File: src/rtl/pipelined_barrel_shifter_if.sv
// Handshake bundle for pipelined_barrel_shifter.
//   in_*  : operation channel (valid/ready), operand, shift amount, op, tag
//   out_* : result channel (valid/ready), result, tag, zero flag
// master = operand-issue side (drives in_*, out_ready); slave = the shifter.
interface pipelined_barrel_shifter_if #(
  parameter int N     = 16,
  parameter int TAG_W = 4
);
  localparam int M = $clog2(N);

  logic             in_valid;
  logic             in_ready;
  logic [N-1:0]     in_data;
  logic [M-1:0]     in_shamt;
  logic [1:0]       in_op;
  logic [TAG_W-1:0] in_tag;

  logic             out_valid;
  logic             out_ready;
  logic [N-1:0]     out_data;
  logic [TAG_W-1:0] out_tag;
  logic             out_zero;

  modport master (
    output in_valid, in_data, in_shamt, in_op, in_tag, out_ready,
    input  in_ready, out_valid, out_data, out_tag, out_zero
  );

  modport slave (
    input  in_valid, in_data, in_shamt, in_op, in_tag, out_ready,
    output in_ready, out_valid, out_data, out_tag, out_zero
  );
endinterface

File: src/rtl/pipelined_barrel_shifter.sv
// Pipelined log barrel shifter: SLL / SRL / SRA / ROR on N-bit words.
// Register 0 captures the accepted operation; registers 1..STAGES each apply
// a contiguous group of the M shift-by-2^k levels, so a result accepted on
// edge t is presented after edge t+STAGES. One global advance enable gives
// full backpressure with no bubbles inserted.
// Ports:
//   clk   : rising-edge clock
//   rst_n : asynchronous active-low reset
//   bus   : slave side of pipelined_barrel_shifter_if (in_* / out_* channels)
module pipelined_barrel_shifter #(
  parameter int N      = 16,
  parameter int STAGES = 2,
  parameter int TAG_W  = 4
) (
  input logic                        clk,
  input logic                        rst_n,
  pipelined_barrel_shifter_if.slave  bus
);
  localparam int M = $clog2(N);

  localparam logic [1:0] OP_SLL = 2'b00;
  localparam logic [1:0] OP_SRL = 2'b01;
  localparam logic [1:0] OP_SRA = 2'b10;

  if (N < 4 || (N & (N - 1)) != 0) begin : g_bad_n
    $error("pipelined_barrel_shifter: N must be a power of two >= 4");
  end
  if (STAGES < 1 || STAGES > M) begin : g_bad_stages
    $error("pipelined_barrel_shifter: STAGES must be in 1..$clog2(N)");
  end

  // Levels owned by compute group s: k in [s*M/STAGES, (s+1)*M/STAGES).
  function automatic logic [M-1:0] lvl_mask(input int s);
    lvl_mask = '0;
    for (int k = 0; k < M; k++)
      lvl_mask[k] = (k >= s * M / STAGES) && (k < (s + 1) * M / STAGES);
  endfunction

  // One log-shifter level. SRA stays exact across levels because every
  // earlier SRA level preserves the original sign bit in the MSB.
  function automatic logic [N-1:0] lvl_shift(input logic [N-1:0] d,
                                             input logic [1:0]   op,
                                             input int           amt);
    logic [2*N-1:0]      dd;
    logic signed [N-1:0] sd;
    dd = {d, d} >> amt;
    sd = d;
    case (op)
      OP_SLL:  lvl_shift = d << amt;
      OP_SRL:  lvl_shift = d >> amt;
      OP_SRA:  lvl_shift = sd >>> amt;
      default: lvl_shift = dd[N-1:0];
    endcase
  endfunction

  // Register s holds the operation after s compute groups have been applied.
  logic [STAGES:0]    r_vld_pipe;
  logic [N-1:0]       r_data [STAGES+1];
  logic [TAG_W-1:0]   r_tag  [STAGES+1];
  logic [1:0]         r_op   [STAGES];
  logic [M-1:0]       r_sh   [STAGES];   // only bits not yet consumed
  logic               r_zero;

  logic               w_adv;
  logic [M-1:0]       w_en  [STAGES];
  logic [N-1:0]       w_nxt [STAGES];

  // Whole pipe moves together; ready depends only on state and out_ready.
  assign w_adv        = !r_vld_pipe[STAGES] || bus.out_ready;
  assign bus.in_ready = w_adv;

  always_comb begin
    for (int s = 0; s < STAGES; s++) begin
      w_en[s]  = r_sh[s] & lvl_mask(s);
      w_nxt[s] = r_data[s];
      for (int k = 0; k < M; k++)
        if (w_en[s][k]) w_nxt[s] = lvl_shift(w_nxt[s], r_op[s], 1 << k);
    end
  end

  always_ff @(posedge clk or negedge rst_n) begin
    if (!rst_n) begin
      r_vld_pipe <= '0;
      r_zero     <= 1'b0;
      for (int s = 0; s <= STAGES; s++) begin
        r_data[s] <= '0;
        r_tag[s]  <= '0;
      end
      for (int s = 0; s < STAGES; s++) begin
        r_op[s] <= '0;
        r_sh[s] <= '0;
      end
    end else if (w_adv) begin
      // Bubbles enter as invalid slots; inputs are only captured here.
      r_vld_pipe <= {r_vld_pipe[STAGES-1:0], bus.in_valid};
      r_data[0]  <= bus.in_data;
      r_tag[0]   <= bus.in_tag;
      r_op[0]    <= bus.in_op;
      r_sh[0]    <= bus.in_shamt;
      for (int s = 1; s <= STAGES; s++) begin
        r_data[s] <= w_nxt[s-1];
        r_tag[s]  <= r_tag[s-1];
      end
      for (int s = 1; s < STAGES; s++) begin
        r_op[s] <= r_op[s-1];
        r_sh[s] <= r_sh[s-1] & ~lvl_mask(s-1);
      end
      // Zero flag registered alongside the final data, not derived from it.
      r_zero <= ~|w_nxt[STAGES-1];
    end
  end

  assign bus.out_valid = r_vld_pipe[STAGES];
  assign bus.out_data  = r_data[STAGES];
  assign bus.out_tag   = r_tag[STAGES];
  assign bus.out_zero  = r_zero;
endmodule

File: src/flat_wrapper.sv
// flat-port wrapper written by rule: the top's interface ports become plain ports
module pipelined_barrel_shifter_flat 
#(
  parameter int N      = 16,
  parameter int STAGES = 2,
  parameter int TAG_W  = 4
)
  (clk, rst_n, bus_in_valid, bus_in_data, bus_in_shamt, bus_in_op, bus_in_tag, bus_out_ready, bus_in_ready, bus_out_valid, bus_out_data, bus_out_tag, bus_out_zero);
  pipelined_barrel_shifter_if #(.N(N), .TAG_W(TAG_W)) bus_i ();
  input logic clk;
  input logic rst_n;
  input wire logic [$bits(bus_i.in_valid)-1:0] bus_in_valid;
  input wire logic [$bits(bus_i.in_data)-1:0] bus_in_data;
  input wire logic [$bits(bus_i.in_shamt)-1:0] bus_in_shamt;
  input wire logic [$bits(bus_i.in_op)-1:0] bus_in_op;
  input wire logic [$bits(bus_i.in_tag)-1:0] bus_in_tag;
  input wire logic [$bits(bus_i.out_ready)-1:0] bus_out_ready;
  output wire logic [$bits(bus_i.in_ready)-1:0] bus_in_ready;
  output wire logic [$bits(bus_i.out_valid)-1:0] bus_out_valid;
  output wire logic [$bits(bus_i.out_data)-1:0] bus_out_data;
  output wire logic [$bits(bus_i.out_tag)-1:0] bus_out_tag;
  output wire logic [$bits(bus_i.out_zero)-1:0] bus_out_zero;
  assign bus_i.in_valid = bus_in_valid;
  assign bus_i.in_data = bus_in_data;
  assign bus_i.in_shamt = bus_in_shamt;
  assign bus_i.in_op = bus_in_op;
  assign bus_i.in_tag = bus_in_tag;
  assign bus_i.out_ready = bus_out_ready;
  assign bus_in_ready = bus_i.in_ready;
  assign bus_out_valid = bus_i.out_valid;
  assign bus_out_data = bus_i.out_data;
  assign bus_out_tag = bus_i.out_tag;
  assign bus_out_zero = bus_i.out_zero;
  pipelined_barrel_shifter #(.N(N), .STAGES(STAGES), .TAG_W(TAG_W)) u_core (.clk(clk), .rst_n(rst_n), .bus(bus_i));
endmodule
File: config.mk
export PLATFORM = sky130hd
export DESIGN_NAME = pipelined_barrel_shifter_flat
export DESIGN_NICKNAME = d
export VERILOG_FILES = /design/src/rtl/pipelined_barrel_shifter_if.sv /design/src/rtl/pipelined_barrel_shifter.sv /design/src/flat_wrapper.sv
export SDC_FILE = /design/constraint.sdc
export NUM_CORES = 1
export LEC_CHECK = 0
export ABC_AREA = 1
export ABC_CLOCK_PERIOD_IN_PS = 1500
export CAP_MARGIN = 20
export CORE_ASPECT_RATIO = 0.7
export CORE_UTILIZATION = 30
export CTS_BUF_LIST = sky130_fd_sc_hd__clkbuf_4 sky130_fd_sc_hd__clkbuf_8
export DETAILED_ROUTE_END_ITERATION = 12
export REMOVE_ABC_BUFFERS = 1
export SLEW_MARGIN = 0
export SYNTH_ARGS = -nofsm -noshare
export SYNTH_HDL_FRONTEND = slang
export SYNTH_SLANG_ARGS = --single-unit
File: constraint.sdc
create_clock -name clk -period 1.5 [get_ports clk]
set_input_delay 0.15 -clock clk [delete_from_list [all_inputs] [get_ports clk]]
set_output_delay 0.15 -clock clk [all_outputs]
set_load 0.03 [all_outputs]
---- Word level (Yosys, flattened, before mapping) ----
Index checks and enable logic that the tools add are counted.
operators by class
  eq/ne operators ......................... 4
  multiplexer cells ....................... 8
  reduce and logical (&&, ||, !) cells .... 6
operators by type and width
  kind                                                  number
  one-hot mux 16 bit (3 select lines)                   4
  2-to-1 mux 16 bit                                     4
  OR reduction 16 bit                                   1
  equality test 2 x 1 -> 1 bit (second input constant)  2
  equality test 2 bit (second input constant)           2
  logical NOT 2 bit                                     2
  logical NOT 1 bit                                     2
  logical OR 1 bit                                      1
storage, ports and cells
  register bits after elaboration ......... 74
  word-level logic and storage cells ...... 30

---- Logic depth before layout (Yosys ltp) ----
  depth in word-level cells ............... 7
  depth in mapped cells ................... 12

---- Worst setup path after synthesis ----
OpenSTA, ideal clock, no wires.
  path kind ............................... flip-flop to flip-flop
  start point ............................. register u_core.r_vld_pipe[2]
  end point ............................... register u_core.r_vld_pipe[1]
  setup time .............................. 0.134 ns
  arrival ................................. 1.352 ns
  data required time ...................... 1.366 ns
  path slack .............................. 0.014 ns
  stages on the path, launching flop included .. 6
  clock period less this slack ............ 1.486 ns
  path through ............................ dfrtp_1 -> inv_1 -> nor2_1 -> buf_2 -> clkbuf_1 -> o21ai_0
on the way
  longest elaborated chain between the ends .. 2
RTL lines
  element                   line                            source
  start: declaration        pipelined_barrel_shifter.sv:57  logic [STAGES:0] r_vld_pipe;
  start signal: assignment  pipelined_barrel_shifter.sv:95  r_vld_pipe <= {r_vld_pipe[STAGES-1:0], bus.in_valid};
  logical NOT 1 bit         pipelined_barrel_shifter.sv:69  assign w_adv = !r_vld_pipe[STAGES] || bus.out_ready;
  logical OR 1 bit          pipelined_barrel_shifter.sv:69
No other way between the ends.
A chain may end at the register's enable or synchronous reset.

---- Worst setup path in the final report ----
  start point ............................. register u_core.r_op[0] (netlist name)
  end point ............................... register u_core.r_zero (netlist: u_core.bus.out_zero)
on the way
  longest elaborated chain between the ends .. 7
  elaborated cells between the ends (all ways) .. 9
RTL lines
  element                                      line                             source
  start: declaration                           pipelined_barrel_shifter.sv:60   logic [1:0] r_op [STAGES];
  start signal: indexed assignment             pipelined_barrel_shifter.sv:105  r_op[s] <= r_op[s-1];
  equality test 2 bit (tied with other cells)  -
  one-hot mux 16 bit (3 select lines)          pipelined_barrel_shifter.sv:48   case (op)
  2-to-1 mux 16 bit                            pipelined_barrel_shifter.sv:77   if (w_en[s][k]) w_nxt[s] = lvl_shift(w_nxt[s], r_op[s], 1 << k);
  one-hot mux 16 bit (3 select lines)          pipelined_barrel_shifter.sv:48
  2-to-1 mux 16 bit (*)                        pipelined_barrel_shifter.sv:77
  OR reduction 16 bit (*)                      pipelined_barrel_shifter.sv:109  r_zero <= ~|w_nxt[STAGES-1];
  logical NOT 1 bit (*)                        pipelined_barrel_shifter.sv:109
  end signal: assignment                       pipelined_barrel_shifter.sv:109
  end: declaration                             pipelined_barrel_shifter.sv:62   logic r_zero;
Mark *: on every way between the ends. The rest lies on a longest branch, timed or not.

==> results_tabular.tex <==
\begin{tabular}{lr}
\hline
Metric & Value \\
\hline
\multicolumn{2}{l}{\textbf{Timing}} \\
\quad Shortest clock period the worst path allows after layout & 1.57 ns \\
\quad RSZ-0062 raised after global routing & true \\
\quad Number of hold violations in the final report & 0 \\
\quad Number of failing setup endpoints in the final timing report & 8 \\
\quad Hold Worst Slack & roughly 0.27 ns \\
\quad Worst-Margin Slew & between 0.3 and 0.4 ns \\
\quad Fin crit share & 105\% \\
\quad Setup slack after layout & -0.0696 ns \\
\quad Final Max Tran Viols & 0 \\
\quad Setup clock skew after layout & roughly 0.01 ns \\
\quad Relative slew slack & 73.8\% \\
\quad Highest clock rate & between 0.6 and 0.7 GHz \\
\multicolumn{2}{l}{\textbf{Clock tree}} \\
\quad Num CTS Buffers & 9 \\
\quad Clock insertion delay at the later pin of the skew report & approximately 0.36 ns \\
\quad Clock Tree Root & sky130\_fd\_sc\_hd\_\_clkbuf\_8 \\
\quad CTS sink count & 74 \\
\quad Depth of the CTS H-tree & 3 \\
\quad Clock transition at the registers of the reported paths & $\sim$0.08 ns \\
\quad Maximum count of clock buffers along a single path & 2 \\
\quad Clock tree from TritonCTS & built \\
\multicolumn{2}{l}{\textbf{Layout}} \\
\quad Layout cell share with drive strength beyond 1 & approximately a quarter \\
\quad Area delta synth->final & 34.6\% \\
\quad Ant. Diodes & 0 \\
\quad Layout net count & around 680 \\
\multicolumn{2}{l}{\textbf{Setup path}} \\
\quad Slowest stage delay, CP & between 0.4 and 0.5 ns \\
\quad Critical Setup Path Class & reg -> reg \\
\quad Critical path arrival & approximately 1.8 ns \\
\quad Critical register-to-register path startpoint & u\_core.r\_op[0] \\
\quad Family with the most delay on the worst path & simple AND/OR/NAND/NOR gates \\
\quad Buffering stage count on the worst path with inverters included & 1 \\
\quad Max FO, Critical Path & 15 \\
\quad Data required, critical path & 1.75 ns \\
\quad Kind of end point of the critical path & register \\
\quad Kind of start point of the critical path & register \\
\quad End of the worst register-to-register path & u\_core.bus.out\_zero \\
\quad FF-to-FF setup slack & -0.07 ns \\
\quad Number of cells traversed by the worst register-to-register path & 10 \\
\quad CP Cell Sequence & nor2\_4, buf\_12, nor2\_4, nand3\_1, nand2\_1, nor2\_4, nand2\_1, nor2\_1, nand3\_1, nand2\_1 \\
\quad Slowest stage cell, crit path & sky130\_fd\_sc\_hd\_\_dfrtp\_2 \\
\multicolumn{2}{l}{\textbf{Die}} \\
\quad Starting density of the core & a little under a third \\
\quad Core region area & approximately 13,000 um\^{}2 \\
\quad Number of rows created at floorplan & 35 \\
\quad Chip Height & a little over 100 um \\
\quad Ports & 53 \\
\quad Die extent in x & between 100 and 150 um \\
\quad Die footprint & between 10,000 and 15,000 um\^{}2 \\
\multicolumn{2}{l}{\textbf{Yosys}} \\
\quad Commonest cells in the netlist & sky130\_fd\_sc\_hd\_\_nand2\_1, sky130\_fd\_sc\_hd\_\_o21ai\_0, sky130\_fd\_sc\_hd\_\_dfrtp\_1, sky130\_fd\_sc\_hd\_\_nor2\_1, sky130\_fd\_sc\_hd\_\_inv\_1 \\
\quad Synth area leaders & sky130\_fd\_sc\_hd\_\_dfrtp\_1, sky130\_fd\_sc\_hd\_\_nand2\_1, sky130\_fd\_sc\_hd\_\_o21ai\_0, sky130\_fd\_sc\_hd\_\_buf\_4, sky130\_fd\_sc\_hd\_\_nor2\_1 \\
\quad Post-synth ARST share & 100\% \\
\quad Post-synthesis sequential element count & 74 \\
\quad Most frequent cell after synthesis & sky130\_fd\_sc\_hd\_\_nand2\_1 \\
\quad Post-synthesis sequential area ratio & between 40\% and 50\% \\
\quad Post-synth cell types & 29 \\
\quad Synthesized instance count & about 570 \\
\quad Largest area contributor in the synthesized netlist & sky130\_fd\_sc\_hd\_\_dfrtp\_1 \\
\quad Synthesized cell area & 4190 um\^{}2 \\
\quad Proportion of netlist area held by the largest area contributor & around 44\% \\
\quad Count of flip-flops with a built-in enable after synthesis & 0 \\
\quad Flip-flop cell with the highest count after synthesis & sky130\_fd\_sc\_hd\_\_dfrtp\_1 \\
\quad Synth Warn \# & 0 \\
\quad Per-instance average area after synthesis & around 7.3 um\^{}2 \\
\multicolumn{2}{l}{\textbf{Power and ir drop}} \\
\quad Leakage power total & 2.65 nW \\
\quad Switching share of power & a little under half \\
\quad Peak supply drop & 0.708 mV \\
\quad Share of power burned in combinational logic & 55.9\% \\
\quad P per Cell Area & 2050 nW/um\^{}2 \\
\quad Sequential share of power & approximately 29\% \\
\quad Net switching power of the design & $\sim$0.0053 W \\
\quad Int Pwr & 0.00629 W \\
\quad Clock network fraction of total power & between 10 and 15\% \\
\quad Final Power & between 0.01 and 0.015 W \\
\multicolumn{2}{l}{\textbf{Global routing}} \\
\quad Grt met2 use & 24.9\% \\
\quad GRT Util Overall & between 15 and 20\% \\
\quad Met3 GRT Util & 3.90\% \\
\quad Met1 Track Usage GR & 23.8\% \\
\quad Maximum number of pins on one net before global-route repair & 60 \\
\quad Vias in the first global route & approximately 3,900 \\
\quad Global-route wire length before repair & $\sim$19,000 um \\
\quad Number of antenna violations at the first check in global routing & 0 \\
\quad Total grt overflow & 0 \\
\quad Gr busiest metal & met2 \\
\multicolumn{2}{l}{\textbf{Route}} \\
\quad Via count & between 4,000 and 5,000 \\
\quad Number of vias per cell after detailed routing & about 5 \\
\quad Post-route DRC violation count & 0 \\
\quad Average wire per standard cell & 13.7 um \\
\quad Detailed Routing Iterations Pass 1 & 5 \\
\quad Initial DRC count & between 300 and 400 \\
\quad Routed Wire Length & 11,500 um \\
\quad Number of nets with antenna violations after routing & 0 \\
\multicolumn{2}{l}{\textbf{Flow run}} \\
\quad Number of maximum-capacitance constraint violations & 0 \\
\multicolumn{2}{l}{\textbf{Worst hold path}} \\
\quad Tightest Hold Check Type & in -> async \\
\multicolumn{2}{l}{\textbf{Placed design}} \\
\quad Placement Setup Slack & -0.198 ns \\
\quad RePlAce Congestion & approximately 0.9 \\
\quad Total half-perimeter wirelength after legalization and detailed placement & between 8000 and 9000 um \\
\quad \# port buffers & 52 \\
\multicolumn{2}{l}{\textbf{Run status}} \\
\quad Violations in the final reports & negative setup slack \\
\quad Result of the run & finished with violations \\
\hline
\end{tabular}
state kept, by name, indices dropped and copies added, names as in the netlist:
| register | flops |
|---|---|
| u_core.r_data | 32 |
| u_core.bus.out_data | 16 |
| u_core.r_tag | 8 |
| u_core.r_sh | 6 |
| u_core.bus.out_tag | 4 |
| u_core.r_op | 4 |
| u_core.r_vld_pipe | 3 |
| u_core.bus.out_zero | 1 |
cell usage in the layout, fill, tap and decap left out, types with 21 or more instances in the layout:
cell                              count
sky130_fd_sc_hd__nand2_1            167
sky130_fd_sc_hd__dfrtp_1             71
sky130_fd_sc_hd__buf_4               50
sky130_fd_sc_hd__o21ai_0             43
sky130_fd_sc_hd__o21ai_1             38
sky130_fd_sc_hd__inv_1               33
sky130_fd_sc_hd__nor2_1              32
sky130_fd_sc_hd__clkdlybuf4s50_1     28
sky130_fd_sc_hd__nand3_1             22
sky130_fd_sc_hd__dlygate4sd2_1       22
sky130_fd_sc_hd__a21oi_1             21
metrics by stage:
step	cells	area (um^2)	util (%)	TNS, ns
floorplan	522	3870	-	-147.11
global placement	814	5100	38.1	-0.248
detailed placement	814	5100	38.1	-1.16
CTS	833	5360	40.0	-0.119
global route	839	5640	42.1	-1.88
finish	839	5640	42.1	-0.236
worst reg2reg max path, cell delays in order, from the launching register on:
cell and delay (ns):
sky130_fd_sc_hd__dfrtp_2 0.46, sky130_fd_sc_hd__nor2_4 0.06, sky130_fd_sc_hd__buf_12 0.15, sky130_fd_sc_hd__nor2_4 0.27
sky130_fd_sc_hd__nand3_1 0.14, sky130_fd_sc_hd__nand2_1 0.13, sky130_fd_sc_hd__nor2_4 0.05, sky130_fd_sc_hd__nand2_1 0.05
sky130_fd_sc_hd__nor2_1 0.04, sky130_fd_sc_hd__nand3_1 0.06, sky130_fd_sc_hd__nand2_1 0.05
cell type report:
class | count | area [um^2]
inverters | 42 | 168
clock inverters | 7 | 93.8
fillers | 1378 | 7760
multi-input cells | 406 | 2070
clock buffers | 9 | 124
flip-flops and latches | 74 | 1860
well taps | 185 | 231
repair buffers | 116 | 1100
power by group through the flow:
stage / registers (W) / clock network, W / logic (W)
finish: 0.00337 / 0.00172 / 0.00645
global route: 0.00347 / 0.00185 / 0.00713
CTS: 0.00333 / 0.00178 / 0.00580
detailed placement: 0.00336 / 0 / 0.00583
global placement: 0.00334 / 0 / 0.00573
floorplan: 0.00388 / 0 / 0.00272
kinds of logic (layout without fill, tap and decap cells):
group,count (synthesis),in the layout,synth area share (%)
AOI/OAI and AO/OA,144,144,18.3
buffers and inverters,91,174,11.3
DFF,74,74,44.2
and+or+nand+nor,262,262,26.2
worst max-delay path by stage:
stage,slack [ns],endpoint,depth (start not counted),from
finish,-0.07,u_core.bus.out_zero,10,u_core.r_op[0]
global placement,-0.11,u_core.r_data[25],8,u_core.r_op[3]
floorplan,-2.34,u_core.r_data[18],5,u_core.r_vld_pipe[2]
global route,-0.19,u_core.r_data[25],9,u_core.r_op[3]
detailed placement,-0.20,u_core.bus.out_zero,10,u_core.r_op[0]
CTS,-0.05,u_core.bus.out_data[10],8,u_core.r_sh[2]
repair_timing:
item                                    4_1_cts  5_1_grt
hold endpoints to repair                     15        0
endpoints found under the setup margin       49       31
cloned                                        0        2
hold buffers                                  1        0
pin swaps                                     1       23
gates resized for setup                      54       80
buffers inserted                              2        4
layer usage:
metal	wire [um]	vias to the layer above	share of wire, %
met1	5480	1916	48
met5	0	-	0
met3	729	27	6.4
met4	174	0	1.5
li1	-	1998	-
met2	5070	140	44
Power figures use the tool's default switching activity.
